===== src/rtl/mod_n_loadable_down_counter_pkg.sv =====
// rtl/mod_n_loadable_down_counter_pkg.sv - shared state encodings and load-range helper for the mod-N down counter
package mod_n_loadable_down_counter_pkg;

    // Encodings shared with the up-counter family
    typedef enum logic [1:0] {
        ST_IDLE = 2'd0,
        ST_RUN  = 2'd1,
        ST_DONE = 2'd2
    } state_t;

    // A load value is usable only if it lies in 1..modulus-1
    function automatic logic load_in_range(input int unsigned value, input int unsigned modulus);
        return (value >= 1) && (value < modulus);
    endfunction

endpackage


===== src/rtl/mod_n_loadable_down_counter_if.sv =====
// rtl/mod_n_loadable_down_counter_if.sv - control/status bundle for the mod-N down counter
interface mod_n_loadable_down_counter_if #(
    parameter int WIDTH = 4
);
    logic             enable;
    logic             load;
    logic [WIDTH-1:0] din;
    logic             one_shot;
    logic [WIDTH-1:0] count;
    logic             tc;
    logic             busy;
    logic             load_err;

    modport master (
        output enable, load, din, one_shot,
        input  count, tc, busy, load_err
    );

    modport slave (
        input  enable, load, din, one_shot,
        output count, tc, busy, load_err
    );
endinterface


===== src/rtl/mod_n_loadable_down_counter_tick_prescaler.sv =====
// rtl/mod_n_loadable_down_counter_tick_prescaler.sv - divides run cycles into one tick per (prescale+1)
module tick_prescaler #(
    parameter int PRESCALE_W = 4
) (
    input  logic                  clock,
    input  logic                  reset,
    input  logic                  clr,
    input  logic                  run,
    input  logic [PRESCALE_W-1:0] prescale,
    output logic                  tick
);
    logic [PRESCALE_W-1:0] cnt;

    assign tick = run && (cnt == prescale);

    // Count run cycles; restart after each tick, freeze while not running
    always_ff @(posedge clock) begin
        if (reset || clr) begin
            cnt <= '0;
        end else if (run) begin
            if (tick) begin
                cnt <= '0;
            end else begin
                cnt <= cnt + PRESCALE_W'(1);
            end
        end
    end
endmodule


===== src/rtl/mod_n_loadable_down_counter.sv =====
// rtl/mod_n_loadable_down_counter.sv - mod-N loadable down counter/timer; optional prescaler via MOD_DOWN_PRESCALE_EN
module mod_n_loadable_down_counter #(
    parameter int WIDTH      = 4,
    parameter int MODULUS    = 12,
    parameter int PRESCALE_W = 4
) (
    input logic                         clock,
    input logic                         reset,
`ifdef MOD_DOWN_PRESCALE_EN
    input logic [PRESCALE_W-1:0]        prescale,
`endif
    mod_n_loadable_down_counter_if.slave bus
);
    import mod_n_loadable_down_counter_pkg::*;

    localparam logic [WIDTH-1:0] COUNT_MAX = WIDTH'(MODULUS - 1);

    if (MODULUS < 2 || (2 ** WIDTH) < MODULUS || PRESCALE_W < 1) begin : g_param_check
        $error("mod_n_loadable_down_counter: illegal WIDTH/MODULUS/PRESCALE_W");
    end

    state_t           state, state_next;
    logic [WIDTH-1:0] count, count_next;
    logic             tc, tc_next;
    logic             busy, busy_next;
    logic             load_err, load_err_next;
    logic             load_valid;
    logic             tick;

    assign load_valid = load_in_range(32'(bus.din), MODULUS);

`ifdef MOD_DOWN_PRESCALE_EN
    tick_prescaler #(
        .PRESCALE_W (PRESCALE_W)
    ) u_tick_prescaler (
        .clock    (clock),
        .reset    (reset),
        .clr      (bus.load && load_valid),
        .run      ((state == ST_RUN) && bus.enable && !bus.load),
        .prescale (prescale),
        .tick     (tick)
    );
`else
    assign tick = 1'b1;
`endif

    // Register state and all outputs; reset wins over everything
    always_ff @(posedge clock) begin
        if (reset) begin
            state    <= ST_IDLE;
            count    <= COUNT_MAX;
            tc       <= 1'b0;
            busy     <= 1'b0;
            load_err <= 1'b0;
        end else begin
            state    <= state_next;
            count    <= count_next;
            tc       <= tc_next;
            busy     <= busy_next;
            load_err <= load_err_next;
        end
    end

    // Next state: load beats decrement; tc only on a decrementing 1->0 step
    always_comb begin
        state_next    = state;
        count_next    = count;
        tc_next       = 1'b0;
        load_err_next = 1'b0;

        if (bus.load) begin
            if (load_valid) begin
                count_next = bus.din;
                state_next = ST_RUN;
            end else begin
                load_err_next = 1'b1;
            end
        end else begin
            unique case (state)
                ST_IDLE: begin
                    if (bus.enable) begin
                        state_next = ST_RUN;
                    end
                end
                ST_RUN: begin
                    if (bus.enable && tick) begin
                        if (count == '0) begin
                            count_next = COUNT_MAX;
                        end else if (count == WIDTH'(1)) begin
                            count_next = '0;
                            tc_next    = 1'b1;
                            if (bus.one_shot) begin
                                state_next = ST_DONE;
                            end
                        end else begin
                            count_next = count - WIDTH'(1);
                        end
                    end
                end
                ST_DONE: begin
                    count_next = count;
                end
                default: begin
                    state_next = ST_IDLE;
                end
            endcase
        end

        busy_next = (state_next == ST_RUN);
    end

    assign bus.count    = count;
    assign bus.tc       = tc;
    assign bus.busy     = busy;
    assign bus.load_err = load_err;
endmodule

===== src/flat_wrapper.sv =====
// flat-port wrapper written by rule: the top's interface ports become plain ports
module mod_n_loadable_down_counter_flat import mod_n_loadable_down_counter_pkg::*;
#(
    parameter int WIDTH      = 4,
    parameter int MODULUS    = 12,
    parameter int PRESCALE_W = 4
)
  (clock, reset, bus_enable, bus_load, bus_din, bus_one_shot, bus_count, bus_tc, bus_busy, bus_load_err);
  mod_n_loadable_down_counter_if #(.WIDTH(WIDTH)) bus_i ();
  input logic clock;
  input logic reset;
  input wire logic [$bits(bus_i.enable)-1:0] bus_enable;
  input wire logic [$bits(bus_i.load)-1:0] bus_load;
  input wire logic [$bits(bus_i.din)-1:0] bus_din;
  input wire logic [$bits(bus_i.one_shot)-1:0] bus_one_shot;
  output wire logic [$bits(bus_i.count)-1:0] bus_count;
  output wire logic [$bits(bus_i.tc)-1:0] bus_tc;
  output wire logic [$bits(bus_i.busy)-1:0] bus_busy;
  output wire logic [$bits(bus_i.load_err)-1:0] bus_load_err;
  assign bus_i.enable = bus_enable;
  assign bus_i.load = bus_load;
  assign bus_i.din = bus_din;
  assign bus_i.one_shot = bus_one_shot;
  assign bus_count = bus_i.count;
  assign bus_tc = bus_i.tc;
  assign bus_busy = bus_i.busy;
  assign bus_load_err = bus_i.load_err;
  mod_n_loadable_down_counter #(.WIDTH(WIDTH), .MODULUS(MODULUS), .PRESCALE_W(PRESCALE_W)) u_core (.clock(clock), .reset(reset), .bus(bus_i));
endmodule

===== config.mk =====
export PLATFORM = sky130hd
export DESIGN_NAME = mod_n_loadable_down_counter_flat
export DESIGN_NICKNAME = d
export VERILOG_FILES = /design/src/rtl/mod_n_loadable_down_counter_pkg.sv /design/src/rtl/mod_n_loadable_down_counter_if.sv /design/src/rtl/mod_n_loadable_down_counter_tick_prescaler.sv /design/src/rtl/mod_n_loadable_down_counter.sv /design/src/flat_wrapper.sv
export SDC_FILE = /design/constraint.sdc
export NUM_CORES = 1
export LEC_CHECK = 0
export CAP_MARGIN = 20
export CORE_AREA = 2 2 39 41
export CTS_BUF_LIST = sky130_fd_sc_hd__clkbuf_8 sky130_fd_sc_hd__clkbuf_16
export DETAILED_ROUTE_END_ITERATION = 8
export DIE_AREA = 0 0 41 43
export GPL_TIMING_DRIVEN = 1
export PLACE_DENSITY_LB_ADDON = 0.25
export SYNTH_ARGS = -nofsm -noshare
export SYNTH_HDL_FRONTEND = slang
export SYNTH_HIERARCHICAL = 1
export SYNTH_SLANG_ARGS = --single-unit

===== constraint.sdc =====
create_clock -name clock -period 1.8 [get_ports clock]
set_input_delay 0.18 -clock clock [delete_from_list [all_inputs] [get_ports clock]]
set_output_delay 0.18 -clock clock [all_outputs]
set_load 0.1 [all_outputs]

* Yosys cells after proc, flatten, opt, wreduce, memory -nomap -nowiden
Index checks and enable logic that the tools add are counted.
Operators by class: add/subtract/negate cells 1, multiply operators 0, div/mod/pow operators 0, order comparisons 2, eq/ne operators 5, shift-type cells 0, muxes and demuxes 16, bitwise gates (word level) 3, reductions and logical operators 8
Operators by type and width (count):
- $mux 4 | 6
- $mux 2 | 7
- $pmux 2 s3 | 1
- $reduce_or 5->1 | 1
- $eq 2x1->1 const B | 2
- $eq 4x1->1 const B | 1
- $ge 4x1->1 const B | 1
- $logic_not 4->1 | 1
- $lt 4x4->1 const B | 1
- $reduce_bool 2->1 | 2
- $sub 4x1->4 const B | 1
- $not 1->1 | 3
- $reduce_and 3->1 | 1
- $eq 2x2->1 const B | 1
- $logic_not 2->1 | 1
- $mux 1 | 2
- $ne 2x1->1 const B | 1
- $reduce_or 2->1 | 1
- $logic_and 1x1->1 | 1
Storage, ports and cells: bits in registers 9, bits in latches 0, bits in writable memories 0, ROM bits 0, input bits 9, output and inout port bits 7, logic and storage cells 40, memories kept 0

* Logic depth before layout (Yosys ltp)
word-level depth 7, mapped depth 6, gate-level depth less buffers 6

* Worst setup path before layout
OpenSTA, ideal clock, no wires.
path kind reg2reg, start point register u_core.count[0], in the netlist u_core/bus.count[0], end point register u_core.busy, in the netlist u_core/bus.busy, setup time 0.124 ns, data arrival time 2.151 ns, data required time 1.676 ns, setup slack -0.475 ns, stages on the path, launching flop included 7, buffers on the path 0, clock period less this slack 2.275 ns, cell sequence dfxtp_1 > inv_1 > ha_1 > nor4b_1 > nand4_1 > o211a_1 > a21boi_0
Between the ends: word-level cells in the longest chain between the ends 7, elaborated cells between the ends (all ways) 8, those cells by class 2 x eq/ne; 5 x mux; 1 x reduce/logical
RTL lines:
- start: declaration | line mod_n_loadable_down_counter.sv:23 | logic [WIDTH-1:0] count, count_next;
- start signal: assignment | line mod_n_loadable_down_counter.sv:57 | count <= count_next;
- $eq 4x1->1 | line mod_n_loadable_down_counter.sv:89 | end else if (count == WIDTH'(1)) begin
- $mux 2 | line mod_n_loadable_down_counter.sv:89
- $mux 2 (*) | line mod_n_loadable_down_counter.sv:87 | if (count == '0) begin
- $mux 2 (*) | line mod_n_loadable_down_counter.sv:86 | if (bus.enable && tick) begin
- $pmux 2 s3 (*) | line mod_n_loadable_down_counter.sv:79 | unique case (state)
- $mux 2 (*) | line mod_n_loadable_down_counter.sv:71 | if (bus.load) begin
- $eq 2x1->1 (*) | line mod_n_loadable_down_counter.sv:109 | busy_next = (state_next == ST_RUN);
- end signal: assignment | line mod_n_loadable_down_counter.sv:59 | busy <= busy_next;
- end: declaration | line mod_n_loadable_down_counter.sv:25 | logic busy, busy_next;
Every way passes the cells marked *; elsewhere a longest branch is shown, timed or not. A chain may end at the register's enable or synchronous reset.

* Worst setup path in the final report
start point input port bus_din[3], end point register u_core.count[1], in the netlist u_core/bus.count[1]
Between the ends: word-level cells in the longest chain between the ends 4, elaborated cells between the ends (all ways) 5, those cells by class 2 x order compare; 1 x eq/ne; 2 x reduce/logical
RTL lines:
- start: declaration | line flat_wrapper.sv:14 | input wire logic [$bits(bus_i.din)-1:0] bus_din;
- $ge 4x1->1 / $lt 4x4->1 (equally long branches) | line mod_n_loadable_down_counter_pkg.sv:13 | return (value >= 1) && (value < modulus);
- $logic_and 1x1->1 (*) | line mod_n_loadable_down_counter_pkg.sv:13
- $ne 2x1->1 (no source line) (*)
- $reduce_and 3->1 (no source line) (*)
Marked as above.

==> results <==
- For this block, the initial DRC count from the detailed router was 12.
- Counting every sink on the clock net gives 9.
- The initial antenna violation count is 0.
- In this run the number of H-tree levels came out at 1.
- The number of enable flip-flop cells after synthesis is 0.
- The largest net degree at the start of global routing is 9.
- The worst flop-to-flop path endpoint is u_core/bus.busy.
- The layout-stage area growth over the synthesis result is 51.9%.
- The peak ir drop on the vdd network is 0.000595 V.
- The count of cell types in the netlist is 28.
- The share of Yosys cell area claimed by the top area cell type is 34.6%.
- The clock tree from TritonCTS is done.
- The count of endpoints failing hold in the final timing report is 0.
- The final count of pins violating max slew came to 0.
- The cell count after synthesis is 58.
- In this run the critical register-to-register path is launched from u_core/bus.count[0].
- After synthesis the netlist holds a flip-flop and latch count of 9.
- The number of buffers created by CTS is 3.
- The cell area after synthesis is 520 um^2.
- The number of resized instances in the post-cts repair step is 0.
- The number of setup violations in the final report is 0.
- The clock input transition at the sequential cells of the worst setup and hold paths is 0.05 ns.
- The number of top-level pins is 16.
- The switching share of power is 33.8%.
- The floorplan step defined a core boundary enclosing 1380 um^2.
- The total stage count of the critical path is 5.
- The clock latency on the worst-skew pair is 0.23 ns.
- For this run, asynchronously set or reset flops after synthesis account for 0%.
- Data arrives at the worst endpoint at 1.85 ns.
- The most used flip-flop cell after synthesis is dfxtp_1.
- The clock period could shrink to 1.73 ns.
- Summed over all layers, the routed wires come to 1270 um.
- The power density relative to cell area is 828 nW/um^2.
- The starting density of the core is 37.6%.
- The worst hold path depth is 1.
- The die covers 1760 um^2.
- The signal on the critical path passes through clkdlybuf4s50_1, or4_4, a32oi_4, a211oi_1, a211o_1.
- The leakage power total is 0.360 nW.
- The clock passes through at most 2 buffers.
- The post-synthesis sequential area ratio is 34.6%.
- The row count is 14.
- In the routed design, unresolved DRC markers number 0.
- The clock share of power is 34.7%.
- The path with the worst hold slack has its endpoint at u_core/bus.count[1].
- In the routed layout, each cell is associated on average with a via count of 5.44.
- The number of buffers and inverters on the critical path is 1.
- The count of nets left with antenna violations once routing finished came out at 0.
- The portion of total power attributed to combinational logic is 30.5%.
- The number of cells on the worst reg-to-reg path is 7.
- The internal power consumption is 0.000433 W.
- The global-route wire length before repair is 2250 um.
- The post-CTS setup repair buffer count is 0.
- On the worst path, the slowest cell contributes a delay of 0.59 ns.
- The worst pin sits at a relative slew slack of 79.3%.
- Based on the critical path, the design can be clocked at up to 578 MHz.
- The height of the chip is 43 um.
- Setup repair after global routing left no endpoint under its margin.
- The total of max-cap violations is 0.
- By instance count, the leading cell after synthesis is dfxtp_1.
- The flow ran to the end, and the final reports show no timing, DRC or antenna violations.
- The synthesized design spends more area on one cell type than any other, namely dfxtp_1.
- The post-synth net total is 70.
- After synthesis, the cell types taking the most area are dfxtp_1 (35%), ha_1 (7.2%), a32oi_4 (5.3%).
- The peak fanout along the critical path is 6.
- STA classifies the critical path endpoint as a flop.
- The library cell contributing the largest single delay on the critical path is or4_4.
- The number of global-route vias before repair came to 522.
- The detailed-route via count is 544.
- The commonest cells after synthesis are dfxtp_1 (9), nor2_1 (7), inv_1 (6).
- The number of buffers inserted by port buffering is 15.
- The startpoint type of the worst setup path is an input port.
- Setup slack on the worst reg-to-reg path comes out at 0.22 ns.
- After detailed routing, the average wire length per cell comes to 12.7 um.
- The share of the cycle needed by the critical path after routing is 96.0%.
- The fraction of layout cells with a size suffix above 1 is 28.6%.
- The final instance area is 791 um^2.
- In this run, flip-flops and latches consume 34.8% of the power.
- Data on the critical path is required at its endpoint by 1.92 ns.
- The type of the setup path with the least slack is input port to flop.
- The last weighted congestion value of the routability-driven placer is 0.834.
- The placed standard-cell area is 746 um^2.
- At the pin with the least slew margin, the transition time is 0.309 ns.
- The HPWL after detailed placement is 981 um.
- The overall track demand over capacity in global routing is 18.3%.
- The repair_antennas step left the layout with diodes totalling 0.
- The clock tree skew after final layout is 0.00541 ns.
- The worst hold path belongs to the class flop to flop.
- The library cell used as clock root buffer is clkbuf_8.
- Among cell families on the critical path, the largest total delay comes from compound AO/OA/AOI/OAI gates.
- The remaining global-route overflow is 0.
- After synthesis, the mean cell area works out to 8.97 um^2.
- The post-cts hold buffer count is 0.
- The first detailed-routing pass took 4 iterations.
- The count of synthesis-stage warnings from yosys is 6.
- The net count of the finished layout is 97.
- In this run the most critical hold path is launched from u_core/bus.count[1].
- The switching power is 0.000222 W.
- The width of the die is 41 um.
- Power comes to 0.000655 W.
==> through the flow <==
step | utilization (%) | hold slack (ns) | setup slack, ns | setup TNS (ns) | cells
2_1_floorplan | - | 0.252 | 0.0351 | 0 | 58
3_3_place_gp | 53.9 | 0.489 | -0.167 | -0.672 | 96
3_5_place_dp | 53.9 | 0.497 | -0.206 | -0.928 | 96
4_1_cts | 57.1 | 0.509 | 0.0307 | 0 | 100
5_1_grt | 57.1 | 0.540 | 0.0158 | 0 | 100
6_report | 57.1 | 0.514 | 0.0713 | 0 | 100
==> worst max path at each step <==
| stage | startpoint | endpoint | slack, ns |
|---|---|---|---|
| floorplan | u_core/bus.count[2] | u_core/state[1] | 0.04 |
| global placement | bus_din[3] | u_core/bus.count[1] | -0.17 |
| detailed placement | bus_din[3] | u_core/bus.count[1] | -0.21 |
| CTS | bus_din[3] | u_core/bus.count[1] | 0.03 |
| global route | bus_din[3] | u_core/bus.count[0] | 0.02 |
| finish | bus_din[3] | u_core/bus.count[1] | 0.07 |
==> layer usage <==
metal  global-route usage (%)  vias up  wire (um)  share of wire [%]
li1                         -      269          -                  -
met1                     26.2      257        625                 49
met2                     26.9       18        578                 46
met3                     3.14        0         64                5.0
met4                     6.00        0          0                  0
met5                        0        -          0                  0
==> flip-flops by register name, summed over array words and instances, names as in the netlist <==
signal	flops
u_core/bus.load_err	1
u_core/bus.tc	1
u_core/bus.count	4
u_core/state	2
u_core/bus.busy	1
==> layout by cell type (no fill, tap or decap), types with 2 or more instances in the layout <==
cell / count
ha_1: 3
inv_1: 7
dfxtp_1: 7
nor3_1: 2
dfxtp_4: 2
clkdlybuf4s50_1: 8
nand2_1: 2
nor2_1: 7
clkbuf_8: 3
buf_4: 13
a21oi_1: 4
o21ai_0: 2
nor2b_1: 3
a211o_1: 2
==> kinds of logic (layout without fill, tap and decap cells) <==
logic type,Yosys count,after routing,synth area share [%]
buffers and inverters,6,32,4.33
AND/OR/NAND/NOR,20,20,21.6
adder cells (fa/ha/maj),3,3,7.21
AO/OA/AOI/OAI,20,20,32.2
flip-flops,9,9,34.6
==> cell type report <==
cell class,count,area (um^2)
Multi-Input combinational cell,43,318
Fill cell,133,593
Clock inverter,1,3.75
Tap cell,16,20.0
Sequential cell,9,188
Clock buffer,3,41.3
Timing Repair Buffer,22,198
Inverter,6,22.5
==> power by group through the flow <==
stage / registers, W / clock network (W) / logic [W]
2_1_floorplan: 0.000304 / 0 / 0.0000548
3_3_place_gp: 0.000232 / 0 / 0.000197
3_5_place_dp: 0.000232 / 0 / 0.000198
4_1_cts: 0.000228 / 0.000231 / 0.000199
5_1_grt: 0.000230 / 0.000248 / 0.000212
6_report: 0.000228 / 0.000227 / 0.000200
Power figures use the tool's default switching activity.
